==> src/rtl/fetch_pkg.sv <==
// rtl/fetch_pkg.sv - shared opcode map, fetch state encoding and instruction width default
package fetch_pkg;

  localparam int DEF_INSTR_W = 16;

  // Opcode map shared with the control-signal decoder
  localparam logic [2:0] OP_R    = 3'b000;
  localparam logic [2:0] OP_SLTI = 3'b001;
  localparam logic [2:0] OP_ILL  = 3'b010;
  localparam logic [2:0] OP_HALT = 3'b011;
  localparam logic [2:0] OP_LW   = 3'b100;
  localparam logic [2:0] OP_SW   = 3'b101;
  localparam logic [2:0] OP_BEQ  = 3'b110;
  localparam logic [2:0] OP_ADDI = 3'b111;

  typedef enum logic [1:0] {
    FETCH  = 2'd0,
    HOLD   = 2'd1,
    HALTED = 2'd2
  } fetch_state_e;

endpackage

==> src/rtl/pc_reg.sv <==
// rtl/pc_reg.sv - program counter with redirect load, increment and wrapping pc+1 adder
module pc_reg #(
  parameter int                ADDR_W   = 8,
  parameter logic [ADDR_W-1:0] RESET_PC = '0
) (
  input  logic              clk,
  input  logic              rst_n,
  input  logic              load,
  input  logic [ADDR_W-1:0] load_val,
  input  logic              inc,
  output logic [ADDR_W-1:0] pc,
  output logic [ADDR_W-1:0] pc_plus1
);

  logic [ADDR_W-1:0] pc_q;
  logic [ADDR_W-1:0] pc_d;

  assign pc_plus1 = pc_q + ADDR_W'(1);
  assign pc       = pc_q;

  // A redirect always wins over the sequential increment
  always_comb begin
    pc_d = pc_q;
    if (load) begin
      pc_d = load_val;
    end else if (inc) begin
      pc_d = pc_plus1;
    end
  end

  always_ff @(posedge clk or negedge rst_n) begin
    if (!rst_n) begin
      pc_q <= RESET_PC;
    end else begin
      pc_q <= pc_d;
    end
  end

endmodule

==> src/rtl/instr_fetch_unit.sv <==
// rtl/instr_fetch_unit.sv - fetch stage: imem req/ack master, decode valid/ready source, branch redirect
module instr_fetch_unit
  import fetch_pkg::*;
#(
  parameter int                ADDR_W   = 8,
  parameter logic [ADDR_W-1:0] RESET_PC = '0,
  parameter int                INSTR_W  = DEF_INSTR_W
) (
  input  logic               clk,
  input  logic               rst_n,
  output logic               imem_req,
  output logic [ADDR_W-1:0]  imem_addr,
  input  logic               imem_ack,
  input  logic [INSTR_W-1:0] imem_rdata,
  output logic               if_valid,
  input  logic               if_ready,
  output logic [INSTR_W-1:0] if_instr,
  output logic [2:0]         if_opcode,
  output logic [ADDR_W-1:0]  if_pc,
  output logic [ADDR_W-1:0]  if_pc_plus1,
  input  logic               br_taken,
  input  logic [ADDR_W-1:0]  br_target,
  output logic               halted,
  output logic               ill_op
);

  fetch_state_e       state_q, state_d;
  logic               req_q, req_d;
  logic [ADDR_W-1:0]  addr_q, addr_d;
  logic               drop_q, drop_d;
  logic [INSTR_W-1:0] instr_q, instr_d;
  logic [ADDR_W-1:0]  ifpc_q, ifpc_d;
  logic               ill_q, ill_d;

  logic               pc_load;
  logic               pc_inc;
  logic [ADDR_W-1:0]  pc;
  logic [ADDR_W-1:0]  pc_plus1;

  pc_reg #(
    .ADDR_W   (ADDR_W),
    .RESET_PC (RESET_PC)
  ) u_pc_reg (
    .clk      (clk),
    .rst_n    (rst_n),
    .load     (pc_load),
    .load_val (br_target),
    .inc      (pc_inc),
    .pc       (pc),
    .pc_plus1 (pc_plus1)
  );

  assign imem_req    = req_q;
  assign imem_addr   = addr_q;
  assign if_valid    = (state_q == HOLD);
  assign halted      = (state_q == HALTED);
  assign if_instr    = instr_q;
  assign if_opcode   = instr_q[INSTR_W-1 -: 3];
  assign if_pc       = ifpc_q;
  assign if_pc_plus1 = ifpc_q + ADDR_W'(1);
  assign ill_op      = ill_q;

  always_comb begin
    state_d = state_q;
    req_d   = req_q;
    addr_d  = addr_q;
    drop_d  = drop_q;
    instr_d = instr_q;
    ifpc_d  = ifpc_q;
    ill_d   = 1'b0;
    pc_load = 1'b0;
    pc_inc  = 1'b0;

    case (state_q)
      FETCH: begin
        if (!req_q) begin
          // A redirect arriving in the idle cycle steers this request directly
          req_d   = 1'b1;
          addr_d  = br_taken ? br_target : pc;
          pc_load = br_taken;
        end else if (imem_ack) begin
          req_d  = 1'b0;
          drop_d = 1'b0;
          if (br_taken) begin
            pc_load = 1'b1;
          end else if (!drop_q) begin
            instr_d = imem_rdata;
            ifpc_d  = addr_q;
            pc_inc  = 1'b1;
            state_d = HOLD;
          end
        end else if (br_taken) begin
          // Request must stay stable until ack; remember to throw its data away
          pc_load = 1'b1;
          drop_d  = 1'b1;
        end
      end

      HOLD: begin
        if (br_taken) begin
          pc_load = 1'b1;
          state_d = FETCH;
        end else if (if_ready) begin
          ill_d   = (if_opcode == OP_ILL);
          state_d = (if_opcode == OP_HALT) ? HALTED : FETCH;
        end
      end

      HALTED: begin
      end

      default: begin
        state_d = FETCH;
      end
    endcase
  end

  always_ff @(posedge clk or negedge rst_n) begin
    if (!rst_n) begin
      state_q <= FETCH;
      req_q   <= 1'b0;
      addr_q  <= '0;
      drop_q  <= 1'b0;
      instr_q <= '0;
      ifpc_q  <= '0;
      ill_q   <= 1'b0;
    end else begin
      state_q <= state_d;
      req_q   <= req_d;
      addr_q  <= addr_d;
      drop_q  <= drop_d;
      instr_q <= instr_d;
      ifpc_q  <= ifpc_d;
      ill_q   <= ill_d;
    end
  end

endmodule

==> config.mk <==
export PLATFORM = sky130hd
export DESIGN_NAME = instr_fetch_unit
export DESIGN_NICKNAME = d
export VERILOG_FILES = /design/src/rtl/fetch_pkg.sv /design/src/rtl/pc_reg.sv /design/src/rtl/instr_fetch_unit.sv
export SDC_FILE = /design/constraint.sdc
export NUM_CORES = 1
export LEC_CHECK = 0
export CAP_MARGIN = 20
export CORE_AREA = 2 2 85 63
export DETAILED_ROUTE_END_ITERATION = 10
export DIE_AREA = 0 0 87 65
export PLACE_DENSITY = 0.78
export SKIP_CTS_REPAIR_TIMING = 1
export SYNTH_ARGS = -nofsm -noshare
export SYNTH_HDL_FRONTEND = slang
export SYNTH_SLANG_ARGS = --single-unit
export TNS_END_PERCENT = 10
==> constraint.sdc <==
create_clock -name clk -period 2.8 [get_ports clk]
set_input_delay 0.56 -clock clk [delete_from_list [all_inputs] [get_ports clk]]
set_output_delay 0.56 -clock clk [all_outputs]
set_load 0.005 [all_outputs]
# [After elaboration in Yosys (flattened, before gate mapping)]
# Cells that the tools add are included.
[classes] n_addsub=2 n_mul=0 n_div=0 magnitude_cmp=0 eq_ne=9 n_shift=0 muxes=26 n_bitwise=4 n_reduce_logical=7
[op_table] operator="$mux W8" n=3
[op_table] operator="$add A8 B1 Y8 const B" n=2
[op_table] operator="$mux W1" n=14
[op_table] operator="$mux W2" n=7
[op_table] operator="$ne A2 B2 Y1 const B" n=4
[op_table] operator="$eq A3 B2 Y1 const B" n=2
[op_table] operator="$pmux W2 S3" n=1
[op_table] operator="$reduce_and A6 Y1" n=1
[op_table] operator="$reduce_and A5 Y1" n=1
[op_table] operator="$not A1 Y1" n=4
[op_table] operator="$reduce_bool A2 Y1" n=2
[op_table] operator="$ne A3 B1 Y1 const B" n=1
[op_table] operator="$reduce_and A3 Y1" n=1
[op_table] operator="$eq A2 B1 Y1 const B" n=1
[op_table] operator="$eq A2 B2 Y1 const B" n=1
[op_table] operator="$logic_not A2 Y1" n=1
[op_table] operator="$pmux W1 S2" n=1
[op_table] operator="$reduce_and A2 Y1" n=1
[totals] reg_bits=45 latch_bits=0 mem_bits_rw=0 mem_bits_ro=0 out_inout_bits=47 n_memories=0

# [Longest topological paths before layout]
[logic_depth] depth_word=7 ltp_mapped=7 depth_no_buf=5

# [By module]
# A second synthesis with hierarchy kept.
[unflattened] hier_cells=192 hier_area_um2=2263.4
[modules_own_cells] module="instr_fetch_unit" n_inst=1 cells_each=128 area_each_um2=1726.7 seq_area_each_um2=925.9
[modules_own_cells] module="pc_reg" n_inst=1 cells_each=64 area_each_um2=536.8 seq_area_each_um2=200.2

# [Worst setup path before layout]
# No wires, ideal clock.
[synth_timing] path_kind="input port to flip-flop" start="input port imem_ack" end="register u_pc_reg.pc_q[7], in the netlist u_pc_reg.pc[7]" setup_time_ps=87 t_arrival_ps=1659 t_required_ps=2713 slack_ps=1054 stages=6 path_cell_list="nor4bb_2 > buf_6 > and2_4 > buf_6 > mux2_4 > a211oi_2"
[synth_via] elab_chain_cells=4
[synth_lines] item="from (decl)" line="instr_fetch_unit.sv:13" rtl="input logic imem_ack,"
[synth_lines] item="$mux W1" line="instr_fetch_unit.sv:81" rtl="end else if (imem_ack) begin"
[synth_lines] item="$mux W1" line="instr_fetch_unit.sv:76" rtl="if (!req_q) begin"
[synth_lines] item="$mux W1" line="instr_fetch_unit.sv:74" rtl="case (state_q)"
[synth_lines] item="$reduce_bool A2 Y1 (no source line)"
[synth_lines] item="to (signal assigned)" line="pc_reg.sv:35" rtl="pc_q <= pc_d;"
[synth_lines] item="to (decl)" line="pc_reg.sv:15" rtl="logic [ADDR_W-1:0] pc_q;"
# No other way between the ends.
# A chain may end at the register's enable or synchronous reset.

# [Worst setup path in the final report]
[layout_timing] start="register ifpc_q[1], in the netlist if_pc[1]" end="output port if_pc_plus1[6]"
[layout_via] elab_chain_cells=1
[layout_lines] item="from (decl)" line="instr_fetch_unit.sv:32" rtl="logic [ADDR_W-1:0] ifpc_q, ifpc_d;"
[layout_lines] item="from (signal assigned)" line="instr_fetch_unit.sv:133" rtl="ifpc_q <= ifpc_d;"
[layout_lines] item="$add A8 B1 Y8" line="instr_fetch_unit.sv:60" rtl="assign if_pc_plus1 = ifpc_q + ADDR_W'(1);"
[layout_lines] item="to (decl)" line="instr_fetch_unit.sv:20" rtl="output logic [ADDR_W-1:0] if_pc_plus1,"
# No other way between the ends.

==> flow_summary.ini <==
[route]
drt_wl_total_um = 4770
wl_per_cell_um = 13.1
first_pass_iters = 4
vias = 1776
drtIter0Drc = 108
drt-vias-per-instance = 4.89
antenna_left = 0
drc_errors = 0

[pwr]
powerDensity_nw_per_um2 = 922
combPwrFrac_pct = 44.9
total_power_mw = 2.75
p_int_mw = 1.86
peakVddDrop_v = 0.000440
p_sw_mw = 0.891
seq_power_share_pct = 41.1
p_leak_nw = 1.37
pwr-share-clk_pct = 14.0
switching_share_pct = 32.4

[min_path]
hold_path.class = in -> async

[die]
initial_core_util_pct = 42.5
fp.dieH_um = 65
io_pins = 76
core_um2 = 4930
row_count = 22
die-area_um2 = 5660
die_x_um = 87

[yosys]
ys.flop_type = dfrtp_1
ys_seq_elements = 45
ys_warn_count = 0
synthCells = 226
synth_top_cell_area_share_pct = 53.8
async_flop_share_pct = 100
yosys-top-cells-count = nand2_1 (72), dfrtp_1 (45), nor2_1 (20), a21oi_1 (13), mux2i_1 (8)
syn_area_per_cell_um2 = 9.27
syn_nets = 257
yosys.cell_types.count = 34
synth_top_cell_by_area = dfrtp_1
ys_seq_area_share_pct = 53.8
synth.most_common_cell = nand2_1
synth_area_leaders = dfrtp_1 (54%), nand2_1 (13%), mux2i_1 (3.8%)
synth-edff-count = 0
synth_area_um2 = 2090

[sta]
tightest_slew_ns = 0.449
period_share_pct = 87.1
final.setup.tns_ns = 0
period_needed_ns = 2.44
slew_viol_final = 0
hold_violations = 0
finalSetupViolCount = 0
clock.fmax_ghz = 0.410
maxSlewHeadroom_pct = 69.9
skew_ns = 0.00220
rsz0062_at_grt = no

[clock_network]
clock_path_buffers = 2
root_buffer = clkbuf_8
clk_pin_slew_ns = 0.08
clock_sinks = 45
cts_tree = done
numCtsBuffers = 5
clock_latency_ns = 0.30
h-tree-depth = 2

[finish]
fillers = 422
largest_register_ff_count = 16
final_util_pct = 60.5
final_area_um2 = 2980
post_route_cells_drive_above_1_share_pct = 6.93
area.growth.synth_to_final_pct = 42.2
final_cell_count_no_fill = 363
fin_nets = 333
antenna_cells = 0

[worst_setup_path]
crit_path_start_kind = register
critPathArrivalTime_ns = 1.88
reg2reg_from = state_q[1]$_DFFE_PN0P_
worstPathRequired_ns = 2.24
crit_type = reg -> out
r2r_setup_slack_ns = 1.12
r2r_end = u_pc_reg.pc[1]$_DFFE_PN0P_
path_max_fanout = 5
r2r_cells = 6
end_kind = output pin

[global_routing]
grt_pass1_wl_um = 8300
grt_pass1_vias = 1696
grt_overflow_total = 0
antenna_found_initial = 0
grt_max_degree = 46
grt_use_total_pct = 19.1

[run]
max_cap_viol_count = 0

[placement]
portBuffers = 75
dpl_cell_area_um2 = 2880
dp_hpwl_um = 3420
gp_routability_congestion = 0.778
dpl.cell_count = 354

[run_status]
status = finished clean
==> per-stage QoR <==
step | setup slack, ns | hold slack (ns)
floorplan | 1.05 | 0.264
global placement | 0.660 | 0.460
detailed placement | 0.620 | 0.466
CTS | 0.345 | 0.457
global route | 0.198 | 0.0992
finish | 0.362 | 0.109
==> cell type report <==
type	count	area [µm²]	area share [%]
inverter	5	18.8	0.630
tap	60	75.1	2.52
sequential	45	1130	37.8
timing repair buffer	82	811	27.2
clock inverter	2	10.0	0.336
multi-input combinational	163	866	29.1
clock buffer	6	72.6	2.44
==> power by group through the flow <==
stage / registers, mW / clock network, mW / logic [mW]
2_1_floorplan: 1.12 / 0 / 0.477
3_3_place_gp: 1.14 / 0 / 1.21
3_5_place_dp: 1.15 / 0 / 1.24
4_1_cts: 1.14 / 0.397 / 1.25
5_1_grt: 1.17 / 0.436 / 1.38
6_report: 1.13 / 0.385 / 1.23
==> how the worst max path moves through the flow <==
stage / start / endpoint / slack (ns) / cells past startpoint
final: if_pc[1]$_DFFE_PN0P_ / if_pc_plus1[6] / 0.36 / 5
after global routing: if_pc[0]$_DFFE_PN0P_ / if_pc_plus1[6] / 0.20 / 5
after CTS: if_pc[1]$_DFFE_PN0P_ / if_pc_plus1[6] / 0.35 / 5
after detailed placement: br_taken / u_pc_reg.pc[1]$_DFFE_PN0P_ / 0.62 / 6
after global placement: br_taken / u_pc_reg.pc[7]$_DFFE_PN0P_ / 0.66 / 5
after floorplan: imem_ack / u_pc_reg.pc[7]$_DFFE_PN0P_ / 1.05 / 6
==> layer usage <==
layer / part of all wire [%] / global-route usage, % / vias to the layer above / wire length [µm]
li1: - / - / 889 / -
met1: 49 / 27.5 / 811 / 2320
met2: 44 / 28.7 / 68 / 2100
met3: 6.1 / 4.33 / 8 / 292
met4: 1.2 / 5.86 / 0 / 55
met5: 0 / 0 / - / 0
==> critical path, stage by stage, from the launching register on <==
cell             delay [ns]
dfrtp_1                0.43
ha_1                   0.21
nand3_1                0.13
nor2_1                 0.17
xor2_1                 0.15
clkdlybuf4s50_1        0.51
==> placed cells by master (no fill, tap or decap), drive strengths merged, types with 2 or more instances in the layout <==
master / synthesis / final
clkdlybuf4s50: 0 / 74
nand2: 73 / 73
dfrtp: 45 / 45
nor2: 20 / 20
a21oi: 13 / 13
mux2i: 8 / 8
buf: 9 / 8
xor2: 7 / 7
nand3: 6 / 6
clkbuf: 4 / 6
inv: 5 / 5
xnor2: 4 / 4
nand4: 4 / 4
o21ai: 4 / 4
and2: 3 / 3
nor2b: 2 / 2
nand2b: 2 / 2
and3: 2 / 2
nor3: 2 / 2
a31oi: 2 / 2
ha: 2 / 2
clkinv: 0 / 2
==> cell families after synthesis <==
group	after synthesis	share of synthesized area [%]
AOI/OAI and AO/OA	23	6.33
xor gates and xnor gates	11	4.60
adders and majority gates	2	1.19
buffers and inverters	18	4.90
DFF	45	53.8
muxes	9	4.54
and+or+nand+nor	118	24.7
No activity file was read; power rests on OpenSTA's default activity.
